<file path="src/rtl/uart_tx_fifo.sv">
// ---------------------------------------------------------------------------
// uart_tx_fifo
//
// Transmit-side byte buffer that sits directly in front of a UART transmitter.
// The host pushes bursts of bytes into a circular FIFO; a small drain FSM hands
// them to the UART one at a time, pacing on the UART's transmit-busy flag so
// the host never has to poll the UART per byte.
//
// Ports
//   clk         in   system clock
//   rst         in   synchronous reset, active high
//   wr_i        in   push strobe, one byte per cycle while high
//   dat_i       in   byte to push, sampled with wr_i
//   full        out  FIFO holds 2^ADDR_WIDTH entries
//   empty       out  FIFO holds no entries
//   level       out  current entry count, 0..2^ADDR_WIDTH
//   overflow    out  sticky, set by a push attempted while full (cleared by rst)
//   tx_pending  out  FIFO non-empty or drain FSM not idle
//   uart_wr     out  one-cycle write strobe to the UART
//   uart_dat    out  byte presented to the UART, held until the next pop
//   uart_busy   in   UART transmit-busy
//
// Drain FSM
//   state         | meaning
//   --------------+-----------------------------------------------------------
//   ST_IDLE       | UART free; pop and strobe as soon as a byte is queued
//   ST_WAIT_BUSY  | strobe issued; wait for the UART to raise busy (1-cycle lag)
//   ST_WAIT_IDLE  | UART transmitting; wait for busy to drop
// ---------------------------------------------------------------------------
module uart_tx_fifo #(
  parameter int ADDR_WIDTH = 4,
  parameter int DATA_WIDTH = 8
) (
  input  logic                  clk,
  input  logic                  rst,
  input  logic                  wr_i,
  input  logic [DATA_WIDTH-1:0] dat_i,
  output logic                  full,
  output logic                  empty,
  output logic [ADDR_WIDTH:0]   level,
  output logic                  overflow,
  output logic                  tx_pending,
  output logic                  uart_wr,
  output logic [DATA_WIDTH-1:0] uart_dat,
  input  logic                  uart_busy
);

  localparam int DEPTH = 1 << ADDR_WIDTH;

  localparam logic [ADDR_WIDTH:0]   LVL_FULL = {1'b1, {ADDR_WIDTH{1'b0}}};
  localparam logic [ADDR_WIDTH:0]   LVL_ONE  = (ADDR_WIDTH+1)'(1);
  localparam logic [ADDR_WIDTH-1:0] PTR_ONE  = (ADDR_WIDTH)'(1);

  typedef enum logic [1:0] {
    ST_IDLE      = 2'd0,
    ST_WAIT_BUSY = 2'd1,
    ST_WAIT_IDLE = 2'd2
  } state_e;

  // Storage and state
  logic [DATA_WIDTH-1:0] mem_q [DEPTH];

  logic [ADDR_WIDTH-1:0] wptr_q,     wptr_d;
  logic [ADDR_WIDTH-1:0] rptr_q,     rptr_d;
  logic [ADDR_WIDTH:0]   level_q,    level_d;
  logic                  overflow_q, overflow_d;
  logic                  uart_wr_q,  uart_wr_d;
  logic [DATA_WIDTH-1:0] uart_dat_q, uart_dat_d;
  state_e                state_q,    state_d;

  logic full_w;
  logic empty_w;
  logic push;
  logic pop;

  // Status decode from the registered count. A push is always judged against
  // this registered full, so a pop in the same cycle never makes room for it.
  always_comb begin
    full_w  = (level_q == LVL_FULL);
    empty_w = (level_q == '0);
    push    = wr_i & ~full_w;
    pop     = (state_q == ST_IDLE) & ~empty_w & ~uart_busy;
  end

  // Drain FSM next-state and strobe generation
  always_comb begin
    state_d    = state_q;
    uart_wr_d  = 1'b0;
    uart_dat_d = uart_dat_q;
    case (state_q)
      ST_IDLE: begin
        if (pop) begin
          uart_wr_d  = 1'b1;
          uart_dat_d = mem_q[rptr_q];
          state_d    = ST_WAIT_BUSY;
        end
      end
      ST_WAIT_BUSY: begin
        // The UART raises busy one cycle after the strobe; do not look for
        // its falling edge until it has been seen high.
        if (uart_busy) begin
          state_d = ST_WAIT_IDLE;
        end
      end
      ST_WAIT_IDLE: begin
        if (!uart_busy) begin
          state_d = ST_IDLE;
        end
      end
      default: begin
        state_d = ST_IDLE;
      end
    endcase
  end

  // Pointer, level and overflow update
  always_comb begin
    wptr_d     = wptr_q;
    rptr_d     = rptr_q;
    level_d    = level_q;
    overflow_d = overflow_q;

    if (push) begin
      wptr_d = wptr_q + PTR_ONE;
    end
    if (pop) begin
      rptr_d = rptr_q + PTR_ONE;
    end

    case ({push, pop})
      2'b10:   level_d = level_q + LVL_ONE;
      2'b01:   level_d = level_q - LVL_ONE;
      default: level_d = level_q;
    endcase

    if (wr_i && full_w) begin
      overflow_d = 1'b1;
    end
  end

  always_ff @(posedge clk) begin
    if (rst) begin
      wptr_q     <= '0;
      rptr_q     <= '0;
      level_q    <= '0;
      overflow_q <= 1'b0;
      uart_wr_q  <= 1'b0;
      uart_dat_q <= '0;
      state_q    <= ST_IDLE;
    end else begin
      wptr_q     <= wptr_d;
      rptr_q     <= rptr_d;
      level_q    <= level_d;
      overflow_q <= overflow_d;
      uart_wr_q  <= uart_wr_d;
      uart_dat_q <= uart_dat_d;
      state_q    <= state_d;
    end
  end

  // The data array has no reset; stale contents are unreachable once the
  // pointers and level are cleared.
  always_ff @(posedge clk) begin
    if (!rst && push) begin
      mem_q[wptr_q] <= dat_i;
    end
  end

  always_comb begin
    full       = full_w;
    empty      = empty_w;
    level      = level_q;
    overflow   = overflow_q;
    uart_wr    = uart_wr_q;
    uart_dat   = uart_dat_q;
    tx_pending = ~empty_w | (state_q != ST_IDLE);
  end

endmodule

</file>
<file path="config.mk">
export PLATFORM = sky130hd
export DESIGN_NAME = uart_tx_fifo
export DESIGN_NICKNAME = d
export VERILOG_FILES = /design/src/rtl/uart_tx_fifo.sv
export SDC_FILE = /design/constraint.sdc
export NUM_CORES = 1
export LEC_CHECK = 0
export BUFFER_PORTS_ARGS = -buffer_cell sky130_fd_sc_hd__buf_2
export CORE_UTILIZATION = 36
export DETAILED_ROUTE_END_ITERATION = 10
export PLACE_DENSITY = 0.64
export SLEW_MARGIN = 0
export SYNTH_ARGS = -nofsm -noshare
export SYNTH_HDL_FRONTEND = slang
export SYNTH_SLANG_ARGS = --single-unit
</file>
<file path="constraint.sdc">
create_clock -name clk -period 3.1 [get_ports clk]
set_input_delay 0.465 -clock clk [delete_from_list [all_inputs] [get_ports clk]]
set_output_delay 0.465 -clock clk [all_outputs]
set_load 0.02 [all_outputs]
</file>
Yosys cells after proc, flatten, opt, wreduce, memory -nomap -nowiden:

Memory sizes are Yosys's and may differ from the RTL's. A register that Yosys moved wholly into a read port is not among the register bits.
Cells that the tools add are included.

* add/sub/neg operators: 4
* equal/unequal tests: 8
* muxes and demuxes: 8
* bitwise gates (word level): 8
* reduce and logical (&&, ||, !) cells: 10

Operators by type and width (number)
* case mux 5 bit (2 select lines): 1
* adder 4 x 1 -> 4 bit, second input constant: 2
* two-way mux 2 bit: 3
* inequality test 2 bit, second input constant: 3
* case mux 2 bit (3 select lines): 1
* adder 5 x 1 -> 5 bit, second input constant: 1
* equality test 5 bit, second input constant: 1
* zero test 5 bit: 1
* subtractor 5 x 1 -> 5 bit, second input constant: 1
* equality test 2 x 1 -> 1 bit, second input constant: 2
* equality test 2 bit, second input constant: 2
* NOT 1 bit: 4
* nonzero test 2 bit: 2
* AND 1 bit: 3
* two-way mux 1 bit: 3
* AND reduction 3 bit: 1
* logical AND 1 bit: 2
* zero test 2 bit: 1
* AND reduction 2 bit: 1
* OR reduction 2 bit: 1
* zero test 1 bit: 1
* OR 1 bit: 1

* flip-flop bits (word level): 17
* memory bits (writable): 128
* bits of input ports: 12
* output and inout port bits: 18
* word-level logic and storage cells: 45
* memories: 1

Memory list
* mem_q: depth 16, bits a word 8, rd ports 1, clocked after memory_dff 1, wr ports 1, RTL line 61 `logic [DATA_WIDTH-1:0] mem_q [DEPTH];`

Longest topological paths before layout:

Gate-level depths: netlist of the first run.

* depth in word-level cells: 6
* depth in mapped cells: 12
* depth with buffers taken out: 10

Worst setup path before layout of the first run:

OpenSTA, ideal clock, no wires.

* path kind: flip-flop to flip-flop
* from: register level_q[2], in the netlist level[2]
* to: register level_q[4], in the netlist level[4]
* setup time: 0.121 ns
* arrival time: 2.757 ns
* data required time: 2.979 ns
* setup slack: 0.223 ns
* stages on the path, launching flop included: 13
* buffers on the path: 3
* clock period less this slack: 2.877 ns
* cell sequence: dfxtp_1 buf_2 nor4_1 a21boi_0 clkbuf_1 ha_1 clkbuf_1 xor2_1 ha_1 a21oi_1 a32oi_1 a31oi_1 mux2_2

* cells in the longest elaborated chain, start to end: 6
* elaborated cells between the ends (all ways): 13
* classes of those cells: add/sub: 2; eq/ne: 3; mux: 1; bitwise: 5; reduce/logical: 2

RTL lines
* start, declared: RTL line 65 `logic [ADDR_WIDTH:0] level_q, level_d;`
* start signal, assigned: RTL line 153 `level_q <= level_d;`
* zero test 5 bit *: RTL line 80 `empty_w = (level_q == '0);`
* NOT 1 bit *: RTL line 82 `pop = (state_q == ST_IDLE) & ~empty_w & ~uart_busy;`
* AND 1 bit * (2 in a row): RTL line 82
* via pop: RTL line 74 `logic pop;`
* equality test 2 x 1 -> 1 bit / equality test 2 bit (equally long branches): RTL line 130 `case ({push, pop})`
* case mux 5 bit (2 select lines) / nonzero test 2 bit (equally long branches)

Mark *: on every way through the listed nets, which the timed path passes. The rest lies on a longest branch.
A chain may end at the register's enable or synchronous reset.

Final worst setup path of the first run:

* from: register level_q[0], in the netlist level[0]
* to: register level_q[4], in the netlist level[4]

* cells in the longest elaborated chain, start to end: 6
* elaborated cells between the ends (all ways): 13
* classes of those cells: add/sub: 2; eq/ne: 3; mux: 1; bitwise: 5; reduce/logical: 2

RTL lines (RTL line)
* zero test 5 bit: 80
* NOT 1 bit: 82
* AND 1 bit (2 in a row): 82
* equality test 2 x 1 -> 1 bit / equality test 2 bit (equally long branches): 130
* case mux 5 bit (2 select lines) / nonzero test 2 bit (equally long branches)

Parallel ways exist; a longest one is shown, timed or not.

==> impl_results.md, run 1 <==
- Status: finished clean
- First-pass GRT wire length: 19100 microns
- #FFs+latches synth: approximately 150
- Nets: 445
- H-tree depth: 4
- Area grow syn2layout: 16.5%
- Crit-path most repeated cell: ha_1
- Worst hold start: uart_busy
- Critical Path Start: level[0]$_SDFFE_PP0P_
- Worst skew pair latency: ~0.43 ns
- Slowest stage delay, CP: 0.38 ns
- Slew Viols, Final: 0
- Number of buffers created by CTS: 17
- MaxCap Viol Count: 0
- R2R setup slack: 0.45 ns
- Clock transition at path regs: around 0.06 ns
- Final setup fails: 0
- Syn avg cell area: around 16 sq um
- Simple-Gate Fraction of Synth Area: between 6 and 7%
- Largest family of logic cells by synthesized area: multiplexers
- Reg2reg path depth: 10
- CP Cell Sequence: nor4_2 > a21boi_1 > inv_1 > ha_1 > xor2_1 > ha_1 > a21oi_1 > a32oi_1 > a31oi_1 > mux2_2
- Die width: between 100 and 150 microns
- Synth Area in Adders: roughly 1.6%
- Root Buffer: clkbuf_16
- CP arrival: approximately 3.0 ns
- Worst slew pin tran: roughly 0.84 ns
- Total global routing overflow: 0
- Number of synthesized flops with an enable pin: around 130
- DRC: 0
- Power Dens Cells: 796 nW/um^2
- Worst Path Required: 3.41 ns
- Post-Synth XOR/XNOR Area: approximately 1.6%
- Final cycle utilization of the critical path: 85.4%
- Post-layout util: a little over two fifths
- P_leak: around 2.4 nW
- Post-layout min period: 2.65 ns
- ANT nets after route: 0
- Crit Path Category: reg -> reg
- Synth Flop Type: edfxtp_1
- Fraction of layout cells with a size suffix above 1: between 20% and 30%
- Number of DRC markers in iteration 0: 210
- Initial core utilization: between 30% and 40%
- FF-to-FF Start: level[0]$_SDFFE_PP0P_
- Critical path's slowest cell: dfxtp_1
- # fillers: ~1500
- HPWL Detailed: a little over 8000 microns
- Cell taking the most area after synthesis: edfxtp_1
- Drt pass-1 iters: 4
- Worst Hold Path EP: state_q[0]$_SDFFE_PP0P_
- Post-Layout Inst Area: between 7000 and 8000 sq um
- Synthesized net count: a little over 400
- CP Capture Type: flip-flop
- Post-synthesis mux area share: between 10% and 20%
- Worst hold path type: in -> reg
- Worst R2R End: level[4]$_SDFFE_PP0P_
- Ys Warns: 0
- Sequential-to-total area share from yosys stat: about 70%
- DIE AREA: 17700 sq um
- Sinks on Clock Net: 153
- Worst slew margin: 43.5%
- Post-synth ARST share: 0%
- Num rows: 47
- Fin cells: about 660
- IO buf count: 29
- RSZ-0062 raised after global routing: false
- Placer's final routability congestion estimate: roughly 0.84
- Share of the synthesized area in the top cell type: 62.1%
- Fin. Hold Viols: 0
- Crit start category: flip-flop
- Synth cell types: 46
- Area contributors post-synth: edfxtp_1 (62%), dfxtp_1 (8.1%), mux2i_1 (6.6%)
- GR Util All Layers: around 15%
- Vias in the first global route: approximately 3400
- Max Fclk: between 300 and 400 MHz
- Clock tree buffer depth: 2
- Setup TNS: 0 ns
- Core box area: ~17000 sq um
- Placed cells: ~630
- Die Ht: around 130 microns
- Cells after synthesis: between 300 and 400
- Hold Path Depth: 2
- IO Count: 30
- Area of placed instances: ~6600 sq um
- Largest net degree at the start of global routing: 28
- DRT Wirelength: about 12000 microns
- VDD IR max: ~0.00046 V
- CTS tree: done
- Worst Path Max Fanout: 8
- WL/cell: 18.7 microns
- Power consumption: ~5.7 mW
- Post-CTS setup buffer count: 0
- Via count: approximately 3400
- Vias per std cell: 5.09
- Compound-cell area share of the yosys netlist: approximately 6%
- Mapped Area: 6190 sq um
- Initial antenna violation count: 0
- N_diodes: 0
- Layout Skew: about 0.011 ns
cells in the mapped netlist (2+ instances only):
library cell,instances
xnor2_1,4
nor4_1,2
dfxtp_1,25
nor2_1,47
a21oi_1,3
nand3b_1,3
and3_1,2
ha_1,8
mux2i_1,41
a2111oi_0,3
nor3_1,2
mux4_2,13
xor2_1,7
a311oi_1,5
or3b_2,2
buf_2,13
or3_1,3
inv_1,5
o211ai_1,3
a31oi_1,2
mux2_2,2
nand2_1,4
clkbuf_1,5
edfxtp_1,128
nor2b_1,4
a211oi_1,3
a22oi_1,6
o22ai_1,20
buf_6,4
flip-flops by register name (all words and copies together), names as in the netlist:
name / cells
uart_wr: 1
wptr_q: 4
mem_q: 128
state_q: 2
level: 5
rptr_q: 4
uart_dat: 8
overflow: 1
critical path, delay by kind of cell, from the launching register on:
| family | cells | cell delay (ns) |
|---|---|---|
| adder cells (fa/ha/maj) | 2 | 0.52 |
| XOR/XNOR | 1 | 0.12 |
| AO/OA/AOI/OAI | 4 | 0.68 |
| multiplexers | 1 | 0.35 |
| buffers and inverters | 1 | 0.10 |
| AND/OR/NAND/NOR | 1 | 0.38 |
| flip-flops | 1 | 0.38 |
cells in the final DEF (no fill, tap or decap), types with 6 or more instances in the layout:
cell,netlist,layout
ha_1,8,8
o22ai_1,20,20
clkbuf_16,0,17
edfxtp_1,128,128
mux2i_1,41,41
buf_2,13,29
xor2_1,7,7
a22oi_1,6,6
dfxtp_1,25,24
mux4_2,13,13
nor2_1,47,47
buf_4,0,15
cell type report:
cell class | instances | area [sq um] | area share (%)
flip-flops and latches | 153 | 4350 | 60.3
multi-input cells | 204 | 1690 | 23.4
clock buffers | 18 | 429 | 5.95
well taps | 220 | 275 | 3.82
repair buffers | 44 | 258 | 3.58
clock inverters | 14 | 195 | 2.71
inverters | 5 | 18.8 | 0.260
stage by stage:
step | setup slack (ns) | hold WS (ns)
final | 0.452 | 0.223
after global routing | 0.197 | 0.212
after CTS | 0.334 | 0.199
after detailed placement | 0.321 | 0.471
after global placement | 0.442 | 0.446
after floorplan | 0.223 | 0.456
routing by layer:
metal | vias up | track usage, % | part of all wire, %
met5 | - | 0 | 0
met4 | 0 | 6.88 | 1.7
met2 | 90 | 23.5 | 49
met1 | 1668 | 19.2 | 45
met3 | 14 | 4.30 | 4.6
li1 | 1580 | - | -
report_power, final:
part           total (mW)  switching [mW]  internal [mW]
logic                1.06           0.629          0.433
registers            2.50           0.151           2.34
clock network        2.18           0.828           1.35
total                5.74            1.61           4.13
timing repair:
item                                   4_1_cts  5_1_grt
endpoints found under the hold margin        0        0
setup endpoints to repair                    0        1
resized for setup                            0        1
hold buffers                                 0        0
worst max-delay path by stage:
stage	cells after the start	slack, ns	endpoint
after floorplan	12	0.22	level[4]$_SDFFE_PP0P_
after global placement	10	0.44	level[4]$_SDFFE_PP0P_
after detailed placement	10	0.32	level[4]$_SDFFE_PP0P_
after CTS	10	0.33	level[4]$_SDFFE_PP0P_
after global routing	10	0.20	level[4]$_SDFFE_PP0P_
final	10	0.45	level[4]$_SDFFE_PP0P_
cells by family after synthesis:
| group | count (synthesis) |
|---|---|
| xor gates and xnor gates | 11 |
| muxes | 56 |
| AOI/OAI and AO/OA | 51 |
| DFF | 153 |
| and+or+nand+nor | 78 |
| buffers and inverters | 29 |
| adders and majority gates | 8 |
Power figures use the tool's default switching activity.
==> run 2: changes to the inputs <==
--- a/config.mk
+++ b/config.mk
@@ -6,9 +6,11 @@
 export NUM_CORES = 1
 export LEC_CHECK = 0
 export BUFFER_PORTS_ARGS = -buffer_cell sky130_fd_sc_hd__buf_2
-export CORE_UTILIZATION = 36
+export CELL_PAD_IN_SITES_DETAIL_PLACEMENT = 1
+export CELL_PAD_IN_SITES_GLOBAL_PLACEMENT = 2
+export CORE_UTILIZATION = 32
 export DETAILED_ROUTE_END_ITERATION = 10
-export PLACE_DENSITY = 0.64
+export PLACE_DENSITY = 0.71
 export SLEW_MARGIN = 0
 export SYNTH_ARGS = -nofsm -noshare
 export SYNTH_HDL_FRONTEND = slang
==> impl_results.md, run 2 (synthesized netlist as in run 1, its figures left out) <==
- Status: finished clean
- N_diodes: 0 (unchanged)
- Crit-path most repeated cell: ha_1
- Worst hold path type: in -> reg
- Initial antenna violation count: 0 (unchanged)
- DRT Wirelength: 13800 microns (+13%)
- Vias per std cell: 4.95 (-2.8%)
- Worst R2R End: level[4]$_SDFFE_PP0P_
- Worst hold start: uart_busy
- Setup TNS: 0 ns (unchanged)
- Critical path's slowest cell: nor4_1
- Total global routing overflow: 0 (unchanged)
- RSZ-0062 raised after global routing: false
- Worst slew margin: 56.5% (+13 points)
- Max Fclk: 345 MHz (-8.6%)
- Slew Viols, Final: 0 (unchanged)
- Worst Path Required: 3.42 ns (about the same)
- Number of DRC markers in iteration 0: 210 (unchanged)
- Worst skew pair latency: 0.43 ns (about the same)
- Fin cells: 706 (+7.3%)
- ANT nets after route: 0 (unchanged)
- DR top layer: met4
- Multi-input gate area: 1680 sq um (-0.37%)
- Reg2reg path depth: 10 (unchanged)
- HPWL Detailed: 9340 microns (+14%)
- Top reg by flops: mem_q
- FF+latch area: 4350 sq um (unchanged)
- Post-layout min period: 2.90 ns (+0.248 ns)
- Final cycle utilization of the critical path: 93.4% (+8.0 points)
- FF-to-FF Start: level[2]$_SDFFE_PP0P_
- Largest net degree at the start of global routing: 25 (-11%)
- H-tree depth: 4 (unchanged)
- Met1 wire length: 6400 microns (+17%)
- Area grow syn2layout: 17.1%
- WL/cell: 19.6 microns (+5.1%)
- Vias in the first global route: 3582 (+4.3%)
- CTS tree: done
- Hold Worst Slack: 0.224 ns (+0.000496 ns)
- Post-CTS sizing: 0 (unchanged)
- Root Buffer: clkbuf_16
- First-pass GRT wire length: 21400 microns (+12%)
- Most common cell after layout, fill and taps aside: edfxtp_1
- Area of placed instances: 6690 sq um (+1.7%)
- DIE AREA: 19900 sq um (+12%)
- CP Capture Type: flip-flop
- CP arrival: 3.21 ns (+0.26 ns)
- Fraction of layout cells with a size suffix above 1: 23.5% (+1.6 points)
- Slowest stage delay, CP: 0.52 ns (+0.14 ns)
- Most frequent cells in the layout: edfxtp_1 (128), nor2_1 (47), mux2i_1 (41), buf_2 (29), dfxtp_1 (24)
- Num rows: 50 (+6.4%)
- Core box area: 18800 sq um (+13%)
- Drt pass-1 iters: 4 (unchanged)
- CP Cell Sequence: nor4_1 > a21boi_1 > inv_1 > ha_1 > xor2_1 > ha_1 > a21oi_1 > a32oi_1 > a31oi_1 > mux2_2
- Crit Path Category: reg -> reg
- Worst Path Max Fanout: 12 (+4)
- DRC: 0 (unchanged)
- Worst slew pin tran: 0.651 ns (-0.194 ns)
- Die Ht: 141 microns (+6.0%)
- Crit start category: flip-flop
- Final setup fails: 0 (unchanged)
- Met2 routed WL: 6710 microns (+11%)
- Cts hold-fix bufs: 0 (unchanged)
- Critical Path Start: level[2]$_SDFFE_PP0P_
- Hold Path Depth: 2 (unchanged)
- Die width: 141 microns (+6.0%)
- Clock tree buffer depth: 2 (unchanged)
- Via count: 3496 (+4.3%)
- Number of buffers created by CTS: 17 (unchanged)
- Met3 routed WL: 582 microns (+3.2%)
- VDD IR max: 0.000425 V (-7.4%)
- Placed cells: 674 (+7.7%)
- Clock transition at path regs: 0.06 ns (about the same)
- Worst Hold Path EP: state_q[0]$_SDFFE_PP0P_
- Placer's final routability congestion estimate: 0.759 (-9.6%)
- IO Count: 30 (unchanged)
- P_leak: 2.36 nW (+0.21%)
- # fillers: 1909 (+28%)
- Nets: 453 (+1.8%)
- MaxCap Viol Count: 0 (unchanged)
- Sinks on Clock Net: 153 (unchanged)
- GR Util All Layers: 15.0% (+0.065 points)
- Power Dens Cells: 760 nW/um^2 (-4.5%)
- IO buf count: 29 (unchanged)
- R2R setup slack: 0.20 ns (-0.25 ns)
- Initial core utilization: 32.9% (-4.2 points)
- Fin. Hold Viols: 0 (unchanged)
- Max reg flops: 128 (unchanged)
- Post-Layout Inst Area: 7240 sq um (+0.49%)
- Post-CTS setup buffer count: 0 (unchanged)
- Layout Skew: 0.00960 ns (-0.00133 ns)
-- run 2: cell count changes in the layout (fill, tap and decap cells not counted) --
| cell | previous run | this run |
|---|---|---|
| clkinv_1 | 3 | 1 |
| clkinv_4 | 1 | 4 |
| inv_8 | 2 | 0 |
| bufinv_16 | 4 | 1 |
| nor4_1 | 1 | 2 |
| clkinv_2 | 0 | 2 |
| clkinvlp_4 | 2 | 4 |
| buf_4 | 15 | 23 |
| nor4_2 | 1 | 0 |
-- run 2: final cells by class --
class,count,area share (%)
well taps,260,4.49
repair buffers,52,4.39
flip-flops and latches,153,60.0
inverters,5,0.259
clock buffers,18,5.93
clock inverters,14,1.74
multi-input cells,204,23.2
-- run 2: per-layer routing --
layer / vias up / global-route usage [%]
li1: 1602 / -
met3: 14 / 3.74
met2: 74 / 24.6
met1: 1806 / 19.5
met5: - / 0
met4: 0 / 4.92
-- run 2: metrics by stage --
stage                     setup WS, ns  total power, mW  util (%)
after detailed placement         0.232             3.62      35.5
after CTS                        0.219             5.56      38.5
after floorplan                  0.223             3.31         -
after global placement           0.375             3.59      35.5
after global routing            0.0273             5.75      38.5
final                            0.204             5.51      38.5
-- run 2: worst max-delay path: cells and delay by family (launching register included) --
family / cells / cell delay, ns
xor gates and xnor gates: 1 / 0.11
AOI/OAI and AO/OA: 4 / 0.75
and+or+nand+nor: 1 / 0.52
buffers and inverters: 1 / 0.11
DFF: 1 / 0.42
adders and majority gates: 2 / 0.52
muxes: 1 / 0.35
-- run 2: report_power, final --
part	switching, mW	internal [mW]	total, mW
sequential	0.142	2.34	2.49
combinational	0.650	0.434	1.08
clock	0.832	1.11	1.94
total	1.62	3.88	5.51
-- run 2: worst max path at each step --
stage                       endpoint  slack [ns]  depth (start not counted)
2_1_floorplan  level[4]$_SDFFE_PP0P_        0.22                         12
3_3_place_gp   level[4]$_SDFFE_PP0P_        0.38                         10
3_5_place_dp   level[4]$_SDFFE_PP0P_        0.23                         10
4_1_cts        level[4]$_SDFFE_PP0P_        0.22                         10
5_1_grt        level[4]$_SDFFE_PP0P_        0.03                         10
6_report       level[4]$_SDFFE_PP0P_        0.20                         10
==> run 3: changes to the inputs <==
--- a/config.mk
+++ b/config.mk
@@ -10,7 +10,7 @@
 export CELL_PAD_IN_SITES_GLOBAL_PLACEMENT = 2
 export CORE_UTILIZATION = 32
 export DETAILED_ROUTE_END_ITERATION = 10
-export PLACE_DENSITY = 0.71
+export PLACE_DENSITY = 0.73
 export SLEW_MARGIN = 0
 export SYNTH_ARGS = -nofsm -noshare
 export SYNTH_HDL_FRONTEND = slang
==> constraint.sdc (replaced) <==
create_clock -name clk -period 2.5 [get_ports clk]
set_input_delay 0.375 -clock clk [delete_from_list [all_inputs] [get_ports clk]]
set_output_delay 0.375 -clock clk [all_outputs]
set_load 0.02 [all_outputs]
==> impl_results.md, run 3 (synthesized netlist as in run 1, its figures left out) <==
- Die width: 141 microns (unchanged)
- Largest net degree at the start of global routing: 43 (+72%)
- Worst Path Max Fanout: 12 (unchanged)
- Post-layout min period: 2.37 ns (-0.529 ns)
- Clock transition at path regs: 0.06 ns (about the same)
- Setup TNS: 0 ns (unchanged)
- RSZ-0062 raised after global routing: false
- Max reg flops: 128 (unchanged)
- GR Util All Layers: 15.2% (+0.15 points)
- Power Dens Cells: 969 nW/um^2 (+28%)
- Initial antenna violation count: 0 (unchanged)
- WL/cell: 19.7 microns (+0.52%)
- Drt pass-1 iters: 4 (unchanged)
- Post-place setup slack: 0.0499 ns (-0.182 ns)
- Total global routing overflow: 0 (unchanged)
- Worst Path Required: 2.80 ns (-0.62 ns)
- H-tree depth: 4 (unchanged)
- Via count: 3493 (-0.086%)
- CP Capture Type: flip-flop
- Fin. Hold Viols: 0 (unchanged)
- Final cycle utilization of the critical path: 94.7% (+1.3 points)
- Placed cells: 681 (+1.0%)
- Hold Worst Slack: 0.161 ns (-0.0627 ns)
- Nets: 460 (+1.5%)
- Power consumption: 7.17 mW (+30%)
- CP arrival: 2.67 ns (-0.54 ns)
- Crit Path Category: reg -> reg
- Core box area: 18800 sq um (unchanged)
- Placer's final routability congestion estimate: 0.806 (+6.2%)
- Fin cells: 712 (+0.85%)
- DRT Wirelength: 14000 microns (+1.4%)
- Vias per std cell: 4.91 (-0.93%)
- Most common cell after layout, fill and taps aside: edfxtp_1
- Status: finished clean
- DIE AREA: 19900 sq um (unchanged)
- Crit start category: flip-flop
- Number of DRC markers in iteration 0: 191 (-9.0%)
- Reg2reg path depth: 10 (unchanged)
- First-pass GRT wire length: 21700 microns (+1.2%)
- Cts hold-fix bufs: 0 (unchanged)
- Hold Path Depth: 2 (unchanged)
- Max Fclk: 423 MHz (+22%)
- Most frequent cells in the layout: edfxtp_1 (128), nor2_1 (47), mux2i_1 (41), buf_2 (29), buf_4 (29)
- Root Buffer: clkbuf_16
- Vias in the first global route: 3670 (+2.5%)
- Worst skew pair latency: 0.42 ns (about the same)
- IO buf count: 29 (unchanged)
- Sinks on Clock Net: 153 (unchanged)
- ANT nets after route: 0 (unchanged)
- Worst slew margin: 38.5% (-18 points)
- Layout Skew: 0.00802 ns (-0.00158 ns)
- IO Count: 30 (unchanged)
- Final worst slack: 0.134 ns (-0.0709 ns)
- Fraction of layout cells with a size suffix above 1: 27.0% (+3.4 points)
- DRC: 0 (unchanged)
- VDD IR max: 0.000446 V (+5.0%)
- FF+latch area: 4350 sq um (+0.17%)
- Clock tree buffer depth: 2 (unchanged)
- P_leak: 2.44 nW (+3.2%)
- Number of buffers created by CTS: 17 (unchanged)
- Die Ht: 141 microns (unchanged)
- Area grow syn2layout: 19.6%
- Top reg by flops: mem_q
- Multi-input gate area: 1720 sq um (+2.5%)
- Slew Viols, Final: 0 (unchanged)
- # fillers: 1912 (+0.16%)
- MaxCap Viol Count: 0 (unchanged)
- Final setup fails: 0 (unchanged)
- Initial core utilization: 32.9% (unchanged)
- HPWL Detailed: 9160 microns (-1.9%)
- CTS tree: done
- Worst slew pin tran: 0.919 ns (+0.268 ns)
- Worst hold path type: in -> reg
- Num rows: 50 (unchanged)
- N_diodes: 0 (unchanged)
-- run 3: through the flow --
step	instance area [sq um]	utilization [%]
6_report	7400	39.3
3_5_place_dp	6800	36.1
3_3_place_gp	6800	36.1
4_1_cts	7390	39.3
5_1_grt	7400	39.3
2_1_floorplan	6250	-
-- run 3: path summary, 6_finish.rpt --
check | to | slack (ns) | startpoint
setup reg to reg | level[4]$_SDFFE_PP0P_ | 0.13 | level[2]$_SDFFE_PP0P_
hold reg to reg | overflow$_SDFFE_PP0P_ | 0.46 | overflow$_SDFFE_PP0P_
setup / recovery | level[4]$_SDFFE_PP0P_ | 0.13 | level[2]$_SDFFE_PP0P_
hold / removal | state_q[0]$_SDFFE_PP0P_ | 0.16 | uart_busy
-- run 3: layout make-up --
class	count	area share (%)
Clock buffer	18	5.80
Clock inverter	13	2.27
Inverter	5	0.254
Multi-Input combinational cell	204	23.3
Sequential cell	153	58.8
Tap cell	260	4.40
Timing Repair Buffer	59	5.17
-- run 3: worst max-delay path, stage by stage (launching register included) --
cell and delay (ns):
dfxtp_4 0.39, nor4_4 0.37, a21boi_2 0.11, inv_2 0.10, ha_4 0.14, xor2_1 0.17
ha_2 0.20, a21oi_2 0.05, nand4b_1 0.18, a31oi_1 0.19, mux2_2 0.34
-- run 3: what timing repair did --
action / 4_1_cts / 5_1_grt
buffers inserted: 0 / 0
resized for setup: 0 / 2
endpoints found under the setup margin: 0 / 1
-- run 3: layer usage --
metal | global-route usage [%] | part of all wire, % | vias up
li1 | - | - | 1608
met1 | 19.3 | 46 | 1807
met2 | 25.0 | 50 | 59
met3 | 4.25 | 2.9 | 19
met4 | 4.92 | 1.4 | 0
met5 | 0 | 0 | -
-- run 3: report_power, final --
group,switching [mW],internal (mW)
clock network,1.01,1.58
logic,0.883,0.633
registers,0.153,2.91
